**src/rtl/ioctl_cart_loader.sv**
```systemverilog
`default_nettype none
// ============================================================================
//  Module      : ioctl_cart_loader
//  Description : Download engine between the HPS ioctl byte stream and the
//                core's BIOS / cart memories.
//                - Classifies each download as BIOS or cart from ioctl_index.
//                - Parses the cart header (magic, flags, controllers, region,
//                  save type).
//                - Strips the header from the cart write address.
//                - Issues one handshaked byte write per strobe, holding
//                  ioctl_wait high until the memory acknowledges.
//                - Reports the payload size when a cart download ends.
//  Ports       : clk_sys, reset_n (async, active-low)
//                ioctl_*          host download stream in, ioctl_wait out
//                mem_wr/tgt/addr/data, mem_ack   memory write handshake
//                hdr_valid, cart_flags, joy0_type, joy1_type, cart_region,
//                cart_save        parsed header fields
//                cart_size, overflow, load_done, initial_pause  status
//  Revision    : 1.0 - initial release
// ============================================================================
module ioctl_cart_loader #(
    parameter int          ADDR_W      = 18,
    parameter int          BIOS_ADDR_W = 12,
    parameter int          HDR_LEN     = 128,
    parameter logic [39:0] MAGIC       = 40'h41_54_41_52_49, // "ATARI"
    parameter logic [7:0]  BIOS_INDEX  = 8'd0
) (
    input  logic              clk_sys,
    input  logic              reset_n,
    input  logic              ioctl_download,
    input  logic              ioctl_wr,
    input  logic [24:0]       ioctl_addr,
    input  logic [7:0]        ioctl_dout,
    input  logic [7:0]        ioctl_index,
    output logic              ioctl_wait,
    output logic              mem_wr,
    output logic              mem_tgt,
    output logic [ADDR_W-1:0] mem_addr,
    output logic [7:0]        mem_data,
    input  logic              mem_ack,
    output logic              hdr_valid,
    output logic [15:0]       cart_flags,
    output logic [7:0]        joy0_type,
    output logic [7:0]        joy1_type,
    output logic [7:0]        cart_region,
    output logic [7:0]        cart_save,
    output logic [31:0]       cart_size,
    output logic              overflow,
    output logic              load_done,
    output logic              initial_pause
);

    localparam logic [1:0] S_IDLE   = 2'd0;
    localparam logic [1:0] S_LOAD   = 2'd1;
    localparam logic [1:0] S_WRITE  = 2'd2;
    localparam logic [1:0] S_FINISH = 2'd3;

    localparam logic [31:0] c_HDR_LEN = 32'(HDR_LEN);

    logic [1:0]        r_state;
    logic              r_dl_prev;
    logic              r_tgt;
    logic              r_mem_wr;
    logic [ADDR_W-1:0] r_mem_addr;
    logic [7:0]        r_mem_data;
    logic              r_hdr_valid;
    logic [31:0]       r_magic;      // header bytes 1..4, byte 1 in the MSBs
    logic [15:0]       r_flags;
    logic [7:0]        r_joy0;
    logic [7:0]        r_joy1;
    logic [7:0]        r_region;
    logic [7:0]        r_save;
    logic [31:0]       r_cart_size;
    logic              r_overflow;
    logic              r_load_done;
    logic              r_initial_pause;
    logic [24:0]       r_last_addr;
    logic              r_got_byte;   // at least one byte captured this download

    logic [31:0]       w_addr_ext;
    logic [31:0]       w_cart_addr;
    logic              w_cart_ovf;
    logic [ADDR_W-1:0] w_bios_addr;
    logic              w_is_cart;

    assign w_addr_ext  = {7'd0, ioctl_addr};
    // Header stripping only kicks in once the magic has been seen, so the
    // header bytes themselves land raw at the bottom of cart memory and are
    // later overwritten by the payload.
    assign w_cart_addr = (r_hdr_valid && (w_addr_ext >= c_HDR_LEN)) ?
                         (w_addr_ext - c_HDR_LEN) : w_addr_ext;
    assign w_cart_ovf  = (w_cart_addr >> ADDR_W) != 32'd0;
    assign w_bios_addr = ADDR_W'(ioctl_addr[BIOS_ADDR_W-1:0]);
    assign w_is_cart   = (ioctl_index != BIOS_INDEX);

    always_ff @(posedge clk_sys or negedge reset_n) begin
        if (!reset_n) begin
            r_state         <= S_IDLE;
            r_dl_prev       <= 1'b0;
            r_tgt           <= 1'b0;
            r_mem_wr        <= 1'b0;
            r_mem_addr      <= '0;
            r_mem_data      <= 8'd0;
            r_hdr_valid     <= 1'b0;
            r_magic         <= 32'd0;
            r_flags         <= 16'd0;
            r_joy0          <= 8'd0;
            r_joy1          <= 8'd0;
            r_region        <= 8'd0;
            r_save          <= 8'd0;
            r_cart_size     <= 32'd0;
            r_overflow      <= 1'b0;
            r_load_done     <= 1'b0;
            r_initial_pause <= 1'b1;
            r_last_addr     <= 25'd0;
            r_got_byte      <= 1'b0;
        end else begin
            r_load_done <= 1'b0;
            r_dl_prev   <= ioctl_download;

            case (r_state)
                S_IDLE: begin
                    if (ioctl_download && !r_dl_prev) begin
                        r_tgt      <= w_is_cart;
                        r_got_byte <= 1'b0;
                        r_state    <= S_LOAD;
                        if (w_is_cart) begin
                            r_hdr_valid <= 1'b0;
                            r_overflow  <= 1'b0;
                            r_magic     <= 32'd0;
                            r_flags     <= 16'd0;
                            r_joy0      <= 8'd0;
                            r_joy1      <= 8'd0;
                            r_region    <= 8'd0;
                            r_save      <= 8'd0;
                        end
                    end
                end

                S_LOAD: begin
                    if (!ioctl_download) begin
                        r_state <= S_FINISH;
                    end else if (ioctl_wr) begin
                        r_last_addr <= ioctl_addr;
                        r_got_byte  <= 1'b1;
                        if (r_tgt) begin
                            // Header fields track their byte positions whether
                            // or not the magic matches; bytes 49..52 are unused.
                            case (ioctl_addr)
                                25'd1:  r_magic[31:24] <= ioctl_dout;
                                25'd2:  r_magic[23:16] <= ioctl_dout;
                                25'd3:  r_magic[15:8]  <= ioctl_dout;
                                25'd4:  r_magic[7:0]   <= ioctl_dout;
                                25'd5:  r_hdr_valid    <= ({r_magic, ioctl_dout} == MAGIC);
                                25'd53: r_flags[15:8]  <= ioctl_dout;
                                25'd54: r_flags[7:0]   <= ioctl_dout;
                                25'd55: r_joy0         <= ioctl_dout;
                                25'd56: r_joy1         <= ioctl_dout;
                                25'd57: r_region       <= ioctl_dout;
                                25'd58: r_save         <= ioctl_dout;
                                default: ;
                            endcase
                            if (w_cart_ovf) begin
                                // Out-of-range byte: flag it and drop it
                                // without stalling the host.
                                r_overflow <= 1'b1;
                            end else begin
                                r_mem_addr <= w_cart_addr[ADDR_W-1:0];
                                r_mem_data <= ioctl_dout;
                                r_mem_wr   <= 1'b1;
                                r_state    <= S_WRITE;
                            end
                        end else begin
                            r_mem_addr <= w_bios_addr;
                            r_mem_data <= ioctl_dout;
                            r_mem_wr   <= 1'b1;
                            r_state    <= S_WRITE;
                        end
                    end
                end

                S_WRITE: begin
                    // Strobes arriving here are host protocol errors and are
                    // deliberately not looked at.
                    if (mem_ack) begin
                        r_mem_wr <= 1'b0;
                        r_state  <= ioctl_download ? S_LOAD : S_FINISH;
                    end
                end

                S_FINISH: begin
                    r_load_done <= 1'b1;
                    if (r_tgt) begin
                        if (r_got_byte) begin
                            r_cart_size <= {7'd0, r_last_addr} + 32'd1 -
                                           (r_hdr_valid ? c_HDR_LEN : 32'd0);
                        end else begin
                            r_cart_size <= 32'd0;
                        end
                        r_initial_pause <= 1'b0;
                    end
                    r_state <= S_IDLE;
                end

                default: r_state <= S_IDLE;
            endcase
        end
    end

    // The write request and the host stall are the same condition.
    assign mem_wr        = r_mem_wr;
    assign ioctl_wait    = r_mem_wr;
    assign mem_tgt       = r_tgt;
    assign mem_addr      = r_mem_addr;
    assign mem_data      = r_mem_data;
    assign hdr_valid     = r_hdr_valid;
    assign cart_flags    = r_flags;
    assign joy0_type     = r_joy0;
    assign joy1_type     = r_joy1;
    assign cart_region   = r_region;
    assign cart_save     = r_save;
    assign cart_size     = r_cart_size;
    assign overflow      = r_overflow;
    assign load_done     = r_load_done;
    assign initial_pause = r_initial_pause;

endmodule
`default_nettype wire

```
**config.mk**
```make
export PLATFORM = sky130hd
export DESIGN_NAME = ioctl_cart_loader
export DESIGN_NICKNAME = d
export VERILOG_FILES = /design/src/rtl/ioctl_cart_loader.sv
export SDC_FILE = /design/constraint.sdc
export NUM_CORES = 1
export LEC_CHECK = 0
export BUFFER_PORTS_ARGS = -buffer_cell sky130_fd_sc_hd__buf_2
export CORE_MARGIN = 1
export CORE_UTILIZATION = 55
export DETAILED_ROUTE_END_ITERATION = 10
export PLACE_DENSITY = 0.76
export SLEW_MARGIN = 15
export SYNTH_ARGS = -nofsm -noshare
export SYNTH_HDL_FRONTEND = slang
export SYNTH_SLANG_ARGS = --single-unit
```
**constraint.sdc**
```tcl
create_clock -name clk_sys -period 3.6 [get_ports clk_sys]
set_clock_uncertainty 0.1 [all_clocks]
set_input_delay 0.36 -clock clk_sys [delete_from_list [all_inputs] [get_ports clk_sys]]
set_output_delay 0.36 -clock clk_sys [all_outputs]
set_load 0.005 [all_outputs]
```
Yosys cells after proc, flatten, opt, wreduce, memory -nomap -nowiden
Index checks and enable logic that the tools add are counted.
Widths: inputs -> output; s select.

operators by class
  add/subtract/negate cells = 3
  magnitude comparators = 1
  equal/unequal tests = 37
  muxes and demuxes = 78
  reductions and logical operators = 27

operator list
  kind                   number
  $mux 32                7
  $mux 8                 27
  $eq 25x6->1 const B    6
  $reduce_and 7->1       12
  $mux 16                5
  $pmux 32 s2            1
  $pmux 8 s2             4
  $eq 25x2->1 const B    2
  $eq 25x3->1 const B    2
  $eq 40x39->1 const B   1
  $mux 18                2
  $pmux 16 s2            1
  $reduce_bool 32->1     1
  $sub 26x8->27          1
  $add 25x1->26 const B  1
  $sub 25x8->26 const B  1
  $eq 25x1->1 const B    1
  $ge 25x8->1 const B    1
  $ne 2x1->1 const B     11
  $mux 1                 19
  $ne 2x2->1 const B     8
  $mux 2                 7
  $reduce_and 4->1       3
  $pmux 1 s2             4
  other kinds (13)       18

storage, ports and cells
  register bits = 173
  input port bits = 46
  output and inout bits = 113
  word-level logic and storage cells = 169

Logic depth before layout (Yosys ltp)
Gate-level depths: netlist (run 1).

  depth after elaboration = 9
  depth in mapped cells = 11
  depth with buffers taken out = 11

Worst setup path before layout (run 1)
OpenSTA, ideal clock, no wires.

  path kind = flip-flop to flip-flop
  start point = reg r_hdr_valid, in the netlist hdr_valid
  end point = reg r_cart_size[25], in the netlist cart_size[25]
  arrival = 2,470 ps
  setup slack = 895 ps
  stages on the path, launching flop included = 12
  path through = dfrtp_1 inv_1 ha_1 ha_1 o21ai_0 a21oi_1 and3_1 a22o_1 o32ai_1 nor2_1 o211ai_1 o211ai_1

on the way
  longest elaborated chain between the ends = 3

RTL lines
  what                    RTL line  text
  from (decl)             66        logic r_hdr_valid;
  from (signal assigned)  154       25'd5: r_hdr_valid <= ({r_magic, ioctl_dout} == MAGIC);
  $mux 8                  196       (r_hdr_valid ? c_HDR_LEN : 32'd0);
  $sub 26x8->27           195       r_cart_size <= {7'd0, r_last_addr} + 32'd1 -
  $mux 32                 194       if (r_got_byte) begin
  to (signal assigned)    195
  to (decl)               73        logic [31:0] r_cart_size;

Every way passes these cells.
A chain may end at the register's enable or synchronous reset.

Final worst setup path (run 1)
  start point = reg r_hdr_valid, in the netlist hdr_valid
  end point = reg r_cart_size[24], in the netlist cart_size[24]

Same word-level chain as after synthesis.

==> results of run 1 <==
==> final timing paths <==
path | startpoint | end | slack [ps]
worst max register to register | hdr_valid | cart_size[24] | 440
worst min register to register | cart_size[1] | cart_size[1] | 360
worst max-delay path | hdr_valid | cart_size[24] | 440
min in group asynchronous | reset_n | cart_size[9] | 370
worst min-delay path | ioctl_download | r_dl_prev | 6
max in group asynchronous | reset_n | initial_pause | 2150
==> area by class of cell <==
cell class / count / area (sq um) / area share [%]
Clock inverter: 10 / 120 / 1.20
Antenna cell: 1 / 2.50 / 0.0251
Clock buffer: 21 / 470 / 4.71
Tap cell: 188 / 235 / 2.35
Timing Repair Buffer: 168 / 875 / 8.76
Sequential cell: 168 / 4210 / 42.1
Inverter: 32 / 120 / 1.20
Multi-Input combinational cell: 583 / 3960 / 39.7
==> routing by layer <==
metal / up-vias / share of wire, % / global-route usage [%]
li1: 3214 / - / -
met2: 153 / 50 / 45.0
met3: 34 / 4.4 / 5.56
met5: - / 0 / 0
met1: 3144 / 43 / 32.4
met4: 0 / 2.3 / 10.1
==> metrics by stage <==
| stage | cells | setup WS (ps) | total power [mW] | hold WS (ps) | utilization [%] |
|---|---|---|---|---|---|
| floorplan | 823 | 895 | 6.06 | -35.6 | - |
| global placement | 1138 | 517 | 7.23 | 280 | 61.9 |
| detailed placement | 1138 | 499 | 7.34 | 277 | 61.9 |
| CTS | 1170 | 435 | 9.19 | 0.877 | 65.8 |
| global route | 1171 | 177 | 9.87 | 7.81 | 66.0 |
| finish | 1171 | 441 | 9.15 | 6.27 | 66.0 |
==> sequential cells by signal (all words and copies together) (netlist names) <==
name           cells
cart_flags        16
cart_region        8
r_got_byte         1
joy1_type          8
cart_size         27
load_done          1
joy0_type          8
initial_pause      1
cart_save          8
mem_addr          18
overflow           1
mem_tgt            1
r_dl_prev          1
r_last_addr       25
hdr_valid          1
r_state            2
mem_data           8
ioctl_wait         1
r_magic           32
==> cell usage in the layout, fill, tap and decap left out, types with 12 or more instances in the layout <==
cell type  instances
nor2_1            23
o21ai_0           89
xor2_1            12
xnor2_1           17
buf_2            157
clkbuf_16         17
a21oi_1           26
and2_1            12
ha_1              29
inv_1             32
mux2_4            18
dfrtp_1          167
nand2_1          127
o21ai_1           18
nand3_1           16
mux2_2            41
nor3_1            14
==> cell families (layout without fill, tap and decap cells) <==
kind of cell,after synthesis,after routing,synth area share (%)
mux,62,62,8.99
other cells,0,1,0
xor+xnor,29,29,3.00
compound gates,198,198,14.2
flops,168,168,49.6
buf+inv,72,231,3.85
simple gates,265,265,16.1
fa+ha+maj,29,29,4.28
==> cell usage after synthesis (3+ instances only) <==
| library cell | instances | share of area (%) |
|---|---|---|
| dfrtp_1 | 167 | 49 |
| nand2_1 | 127 | 5.6 |
| o21ai_0 | 89 | 5.3 |
| mux2_2 | 41 | 5.4 |
| inv_1 | 32 | 1.4 |
| ha_1 | 29 | 4.3 |
| a21oi_1 | 26 | 1.5 |
| clkbuf_1 | 25 | 1.1 |
| nor2_1 | 23 | 1.0 |
| mux2_4 | 18 | 3.2 |
| o21ai_1 | 18 | 1.1 |
| xnor2_1 | 17 | 1.8 |
| nand3_1 | 16 | 0.94 |
| nor3_1 | 14 | 0.83 |
| and2_1 | 12 | 0.89 |
| xor2_1 | 12 | 1.2 |
| and3_1 | 9 | 0.66 |
| nand2b_1 | 9 | 0.66 |
| nor4b_1 | 9 | 0.93 |
| a21o_1 | 8 | 0.71 |
| nor2b_1 | 8 | 0.59 |
| a31oi_1 | 7 | 0.52 |
| nand4_1 | 7 | 0.52 |
| a221o_1 | 6 | 0.71 |
| buf_4 | 6 | 0.53 |
| nor4_1 | 6 | 0.44 |
| o21bai_1 | 6 | 0.53 |
| a211oi_1 | 5 | 0.44 |
| o211ai_1 | 5 | 0.44 |
| buf_6 | 4 | 0.53 |
| a31oi_2 | 3 | 0.44 |
| buf_2 | 3 | 0.18 |
| mux2i_1 | 3 | 0.35 |
| nor3_2 | 3 | 0.35 |
| nor3b_1 | 3 | 0.27 |
| o31ai_1 | 3 | 0.27 |
| or2_2 | 3 | 0.22 |
==> power by group <==
group	internal (mW)	switching, mW	leakage, nW
registers	2.67	0.546	2.14
logic	1.94	2.17	2.42
clock network	1.08	0.746	0.286
==> impl.org, run 1 <==
** Detailed routing
- In the routed design, unresolved DRC markers number 0.
- Vias per inst :: between 5 and 6
- Antenna Nets Post-Route :: 0
- Total detailed-routing wirelength :: between 15000 and 20000 um
- The detailed router finished its first iteration with around 230 violations.
- The first detailed-routing pass took 4 iterations.
- Vias :: between 6000 and 7000
- In the final routed layout, each cell accounts on average for ~17 um.

** Worst setup path
- Counting cells, the worst reg-to-reg path comes to 11.
- Critical setup path kind :: flip-flop to flip-flop
- Counting buffers and inverters, the worst setup path is 11 cells deep.
- The worst setup path is captured at a flip-flop.
- Largest delay share family, worst path :: compound AO/OA/AOI/OAI gates
- Critical-path top delay cell :: dfrtp_1
- Data arrives at the worst endpoint at around 3400 ps.
- STA classifies the critical path startpoint as a flip-flop.
- CP cell instances :: inv_1 -> ha_1 -> ha_1 -> o21ai_0 -> a21oi_1 -> nand3_1 -> o211ai_1 -> nor4_1 -> o31ai_1 -> nor4_1 -> a211o_1
- Counting both buffers and inverters, the worst setup path holds a total of 1.
- Critical path's largest stage delay :: 470 ps
- For the worst setup path, the data required time is ~3800 ps.
- Worst-path maximum fanout :: 7

** Finish
- Fraction of final layout cells sized beyond drive strength 1 :: between 20% and 30%
- Compared with the post-synthesis result, the final layout area differs by 17.9%.
- For this run, the post-layout net count is about 1000.
- Final design area excluding fillers :: between 0.009 and 0.01 sq mm
- After filler insertion, the fill cell instance count of the layout stands at between 1000 and 1500.

** Power and ir drop
- For this design the static power due to leakage is roughly 4.8 nW.
- The worst-case IR drop observed on VDD is 0.412 mV.
- Power Density :: just over 900 mW/mm^2

** Outcome
- Status :: finished, final reports clean

** Clock tree
- Number of buffers inserted during clock tree synthesis :: 17
- CTS placed an instance of clkbuf_16 at the clock tree root.
- Postcts setup bufs :: 0
- TritonCTS built the clock tree.
- At the later pin of the worst-skew pair, clock insertion delay measures around 430 ps.
- Clock-pin slew was measured on the worst setup and hold paths at approximately 60 ps.
- In this run the number of H-tree levels came out at 4.
- The clock net in this run drives a total of 168 sinks.
- Number of hold buffers added after cts :: 1
- Once the clock tree was built, the resizer swapped 0 gates to a different size.
- Counting along the longest clock path gives a buffer depth of 2.

** Timing
- Final-report setup violation count :: 0
- Of the available clock period, the critical path in the final layout requires slightly below 90%.
- Headroom to the max-slew limit came out at 31.4%.
- Slew at the pin closest to its max-slew limit :: a little over 1000 ps
- Setup repair after global routing left no endpoint under its margin.
- The count of pins over their slew limit is 0.
- Final Hold Violating Endpoints :: 0
- Maximum clock frequency :: roughly 320 MHz
- The worst path in the final design needs a cycle of between 3000 and 4000 ps, including I/O delays and setup.
- In the final timing run, aggregate negative setup slack is 0 ps.

** Hold path
- Along the worst hold path, the cell count comes to 1.
- Type of the most critical hold path :: input port to flip-flop

** Yosys
- The most used flip-flop cell after synthesis is dfrtp_1.
- In this run, synthesis produced a sequential element count of about 170.
- For this run, the register share of the synthesized area comes to slightly below 50%.
- Count of different cell masters after synthesis :: 71
- Count of warnings emitted by yosys :: 0
- Mean cell area of the mapped netlist :: between 10 and 15 sq um
- The synthesized design contains 0 enable-type register cells.
- In this run the cell area of the synthesized design comes to between 0.008 and 0.009 sq mm.
- For this run, asynchronously set or reset flops after synthesis account for between 90% and 100%.
- Counting every net in the synthesized netlist gives ~900.
- Gate count after technology mapping :: between 800 and 900

** Floorplan
- The floorplan step defined a core boundary enclosing 0.0151 sq mm.
- Measured along the x axis, the die boundary spans between 100 and 150 um.
- The floorplan step defined a die boundary enclosing approximately 0.016 sq mm.
- Once the floorplan was initialized, standard cells occupied a little under three fifths of the core.
- Height of the chip :: 126 um
- Ports placed on the boundary :: ~160
- The floorplan has 45 rows.

** Placement
- Count of input and output buffers :: 158
- Routability-driven placement finished with a final weighted congestion of roughly 0.86.
- Once placement finished, the instance area stood at 0.00937 sq mm.
- Summed over all nets, the half-perimeter wirelength after detailed placement is ~14000 um.

** Global route
- The via count of the first global-routing pass came to ~6400.
- In the global route stage, overall resource usage came out at a little over a quarter.
- Antenna violations before repair :: 1
- The total overflow left after global routing is 0.
- Entering global routing, the biggest net connects 64 pins.
- Global-route wire length before repair :: roughly 33000 um

** Run
- Maximum Capacitance Violations :: 0
No activity file was read; power rests on OpenSTA's default activity.
==> inputs of run 2 (changes only) <==
--- a/config.mk
+++ b/config.mk
@@ -6,6 +6,7 @@
 export NUM_CORES = 1
 export LEC_CHECK = 0
 export BUFFER_PORTS_ARGS = -buffer_cell sky130_fd_sc_hd__buf_2
+export CORE_ASPECT_RATIO = 1.5
 export CORE_MARGIN = 1
 export CORE_UTILIZATION = 55
 export DETAILED_ROUTE_END_ITERATION = 10
==> run 2 against run 1 <==
Non-clock buffer count up 2. Total power up 2.1%. Via count up 1.8%. Combinational power up 2%. Fmax up 1.3%. Flip-flop and latch count unchanged. Critical endpoint is now cart_size[19].
==> impl.org, run 2 (same netlist as run 1, synthesis figures left out) <==
** Global route
- Entering global routing, the biggest net connects 62 pins.
- The number of antenna violations at the first check in global routing was 1.
- The via count of the first global-routing pass was 6812.
- Total global routing overflow :: 0
- GRT Overall Usage :: between 20% and 30%
- The first global-routing pass estimated about 34000 um of wire.

** Worst setup path
- Worst path most repeated cell :: o21ai_0
- Largest delay share family, worst path :: compound AO/OA/AOI/OAI gates
- For the worst setup path, the data required time is approximately 3800 ps.
- Critical Path Sink Type :: flip-flop
- Among all stages on the critical path, the largest delay is contributed by o41ai_1.
- Worst-path maximum fanout :: 7
- CP cell instances :: inv_1 -> ha_1 -> ha_1 -> o21ai_0 -> a21oi_1 -> and3_1 -> a22o_1 -> o41ai_1 -> o21ai_0 -> mux2i_1 -> o21ai_0
- Critical path startpoint category :: flip-flop
- The worst setup path is of the flip-flop to flip-flop kind.
- In this design, the stage delay of the slowest critical-path cell is between 400 and 500 ps.
- Together, buffers and inverters on the worst path number 1.
- Crit path DAT :: between 3000 and 4000 ps

** Timing
- Timing would allow up to between 300 and 400 MHz.
- At the pin with the least slew margin, the transition time is about 1100 ps.
- Final min period :: approximately 3100 ps
- Final setup TNS :: 0 ps
- The total count of hold-check failures in the final report was 0.
- Headroom to the max-slew limit :: 27.4%
- Setup repair after global routing left no endpoint under its margin.
- Max-slew violations :: 0
- Setup violations remaining at the end of the flow were counted as 0.
- Dividing the final minimum period by the clock period gives between 80% and 90%.

** Clock tree
- Clock-pin slew reported for the worst setup and hold paths after clock tree synthesis :: 70 ps
- Counting the buffers created by CTS gives 17.
- Buffers added to address setup during post-CTS repair amount to 0.
- The clock net in this run drives a total of between 150 and 200 sinks.
- Clock H-tree levels :: 4
- In this run the clock root is driven by a clkbuf_16.
- Max Root-Sink Buffers :: 2
- For the worst-skew pair, the clock arrives at the later sink with an insertion delay of between 400 and 500 ps.
- TritonCTS built the clock tree.

** Detailed routing
- Vias per inst :: about 5.6
- Antenna Nets Post-Route :: 0
- Pre-Repair DR Iteration Count :: 5
- Vias :: 6660
- Total detailed-routing wirelength :: between 20000 and 25000 um
- Average wire per cell in the routed design :: between 15 and 20 um
- DRC violation count after routing :: 0
- Violation count after the first detailed-routing iteration :: 307

** Finish
- Counting the fill cells in the layout gives roughly 1300.
- The finished layout holds roughly 1200 standard cells, fillers aside.
- Fraction of final layout cells sized beyond drive strength 1 :: approximately 29%
- At the end of the flow, the number of nets in the layout was between 1000 and 1500.
- More flip-flops sit in one register than any other, and that register is r_magic.
- The library cell used most frequently in the layout, excluding fill and tap cells, is dfrtp_1.
- Flip-flop count of the largest register after layout :: 32
- The library cells used most frequently in the layout, excluding fill and tap cells, are 167 x dfrtp_1, 157 x buf_2, 127 x nand2_1.
- Relative to the synthesized area, the layout overhead comes to 18.6%.
- Once layout is complete, the utilization of the core stands at about two thirds.
- Summing all non-filler instances in the final layout gives an area of approximately 0.01 sq mm.

** Run
- Maximum Capacitance Violations :: 0

** Floorplan
- Horizontal extent of the die :: 103 um
- The floorplan has 55 rows.
- Initial standard-cell utilization of the core :: approximately 56%
- In this run the vertical extent of the chip is 154 um.
- The floorplan step defined a die boundary enclosing about 0.016 sq mm.
- Core Area :: about 0.015 sq mm
- In this run the count of I/O pins placed on the die edge is about 160.

** Outcome
- Status :: finished, final reports clean

** Power and ir drop
- Power Density :: just over 900 mW/mm^2
- Leak pwr :: between 4 and 5 nW
- Max rail drop VDD :: a little under 0.5 mV

** Placement
- Routability-driven placement finished with a final weighted congestion of 0.825.
- Instance area after placement :: roughly 0.0094 sq mm
- Input and output buffers added on the ports amount to 158.
- Number of instances in the placed design :: 1151
- HPWL after detailed placement :: between 15000 and 20000 um

** Hold path
- The path class of the tightest hold or removal check is input port to flip-flop.
[run 2: changes by cell type in the layout (fill, tap and decap cells not counted), moves of 2 or more]
cell,delta
buf_4,+2
clkbuf_8,-3
inv_8,+4
clkinv_2,-2
inv_6,+4
clkinv_4,-2
[run 2: layout make-up]
| cell class | instances | area, sq um | area share (%) |
|---|---|---|---|
| Inverter | 32 | 120 | 1.20 |
| Clock buffer | 17 | 425 | 4.23 |
| Tap cell | 199 | 249 | 2.48 |
| Sequential cell | 168 | 4210 | 41.8 |
| Timing Repair Buffer | 170 | 890 | 8.85 |
| Clock inverter | 15 | 203 | 2.02 |
| Multi-Input combinational cell | 583 | 3960 | 39.4 |
| Antenna cell | 1 | 2.50 | 0.0249 |
[run 2: final timing paths]
| kind | from | endpoint | slack, ps | cells after the start |
|---|---|---|---|---|
| hold / removal | ioctl_download | r_dl_prev | 20 | 1 |
| max in group asynchronous | reset_n | r_magic[25] | 2070 | 3 |
| setup reg to reg | hdr_valid | cart_size[19] | 480 | 11 |
| setup / recovery | hdr_valid | cart_size[19] | 480 | 11 |
| hold reg to reg | cart_size[1] | cart_size[1] | 360 | 2 |
| min in group asynchronous | reset_n | cart_size[10] | 380 | 2 |
[run 2: timing repair]
item | in CTS | in global routing
hold buffers | 1 | 0
resized for setup | 0 | 0
hold endpoints to repair | 58 | 0
[run 2: stage by stage]
step / setup WS [ps] / hold WS [ps] / total power [mW]
floorplan: 895 / -35.6 / 6.06
global placement: 512 / 277 / 7.27
detailed placement: 533 / 281 / 7.39
CTS: 502 / 8.07 / 9.38
global route: 307 / 11.3 / 10.1
finish: 481 / 20.5 / 9.34
[run 2: where the power goes]
| part | total (mW) | leakage (nW) | switching [mW] | internal, mW |
|---|---|---|---|---|
| registers | 3.19 | 2.14 | 0.522 | 2.67 |
| clock network | 1.95 | 0.303 | 0.823 | 1.12 |
| logic | 4.20 | 2.43 | 2.25 | 1.95 |
| total | 9.34 | 4.87 | 3.60 | 5.75 |
[run 2: metal layers]
layer,vias to the layer above,track usage (%),part of all wire (%)
met3,49,5.73,4.0
met5,-,0,0
met1,3236,31.3,38
li1,3208,-,-
met2,167,50.1,55
met4,0,11.5,3.2
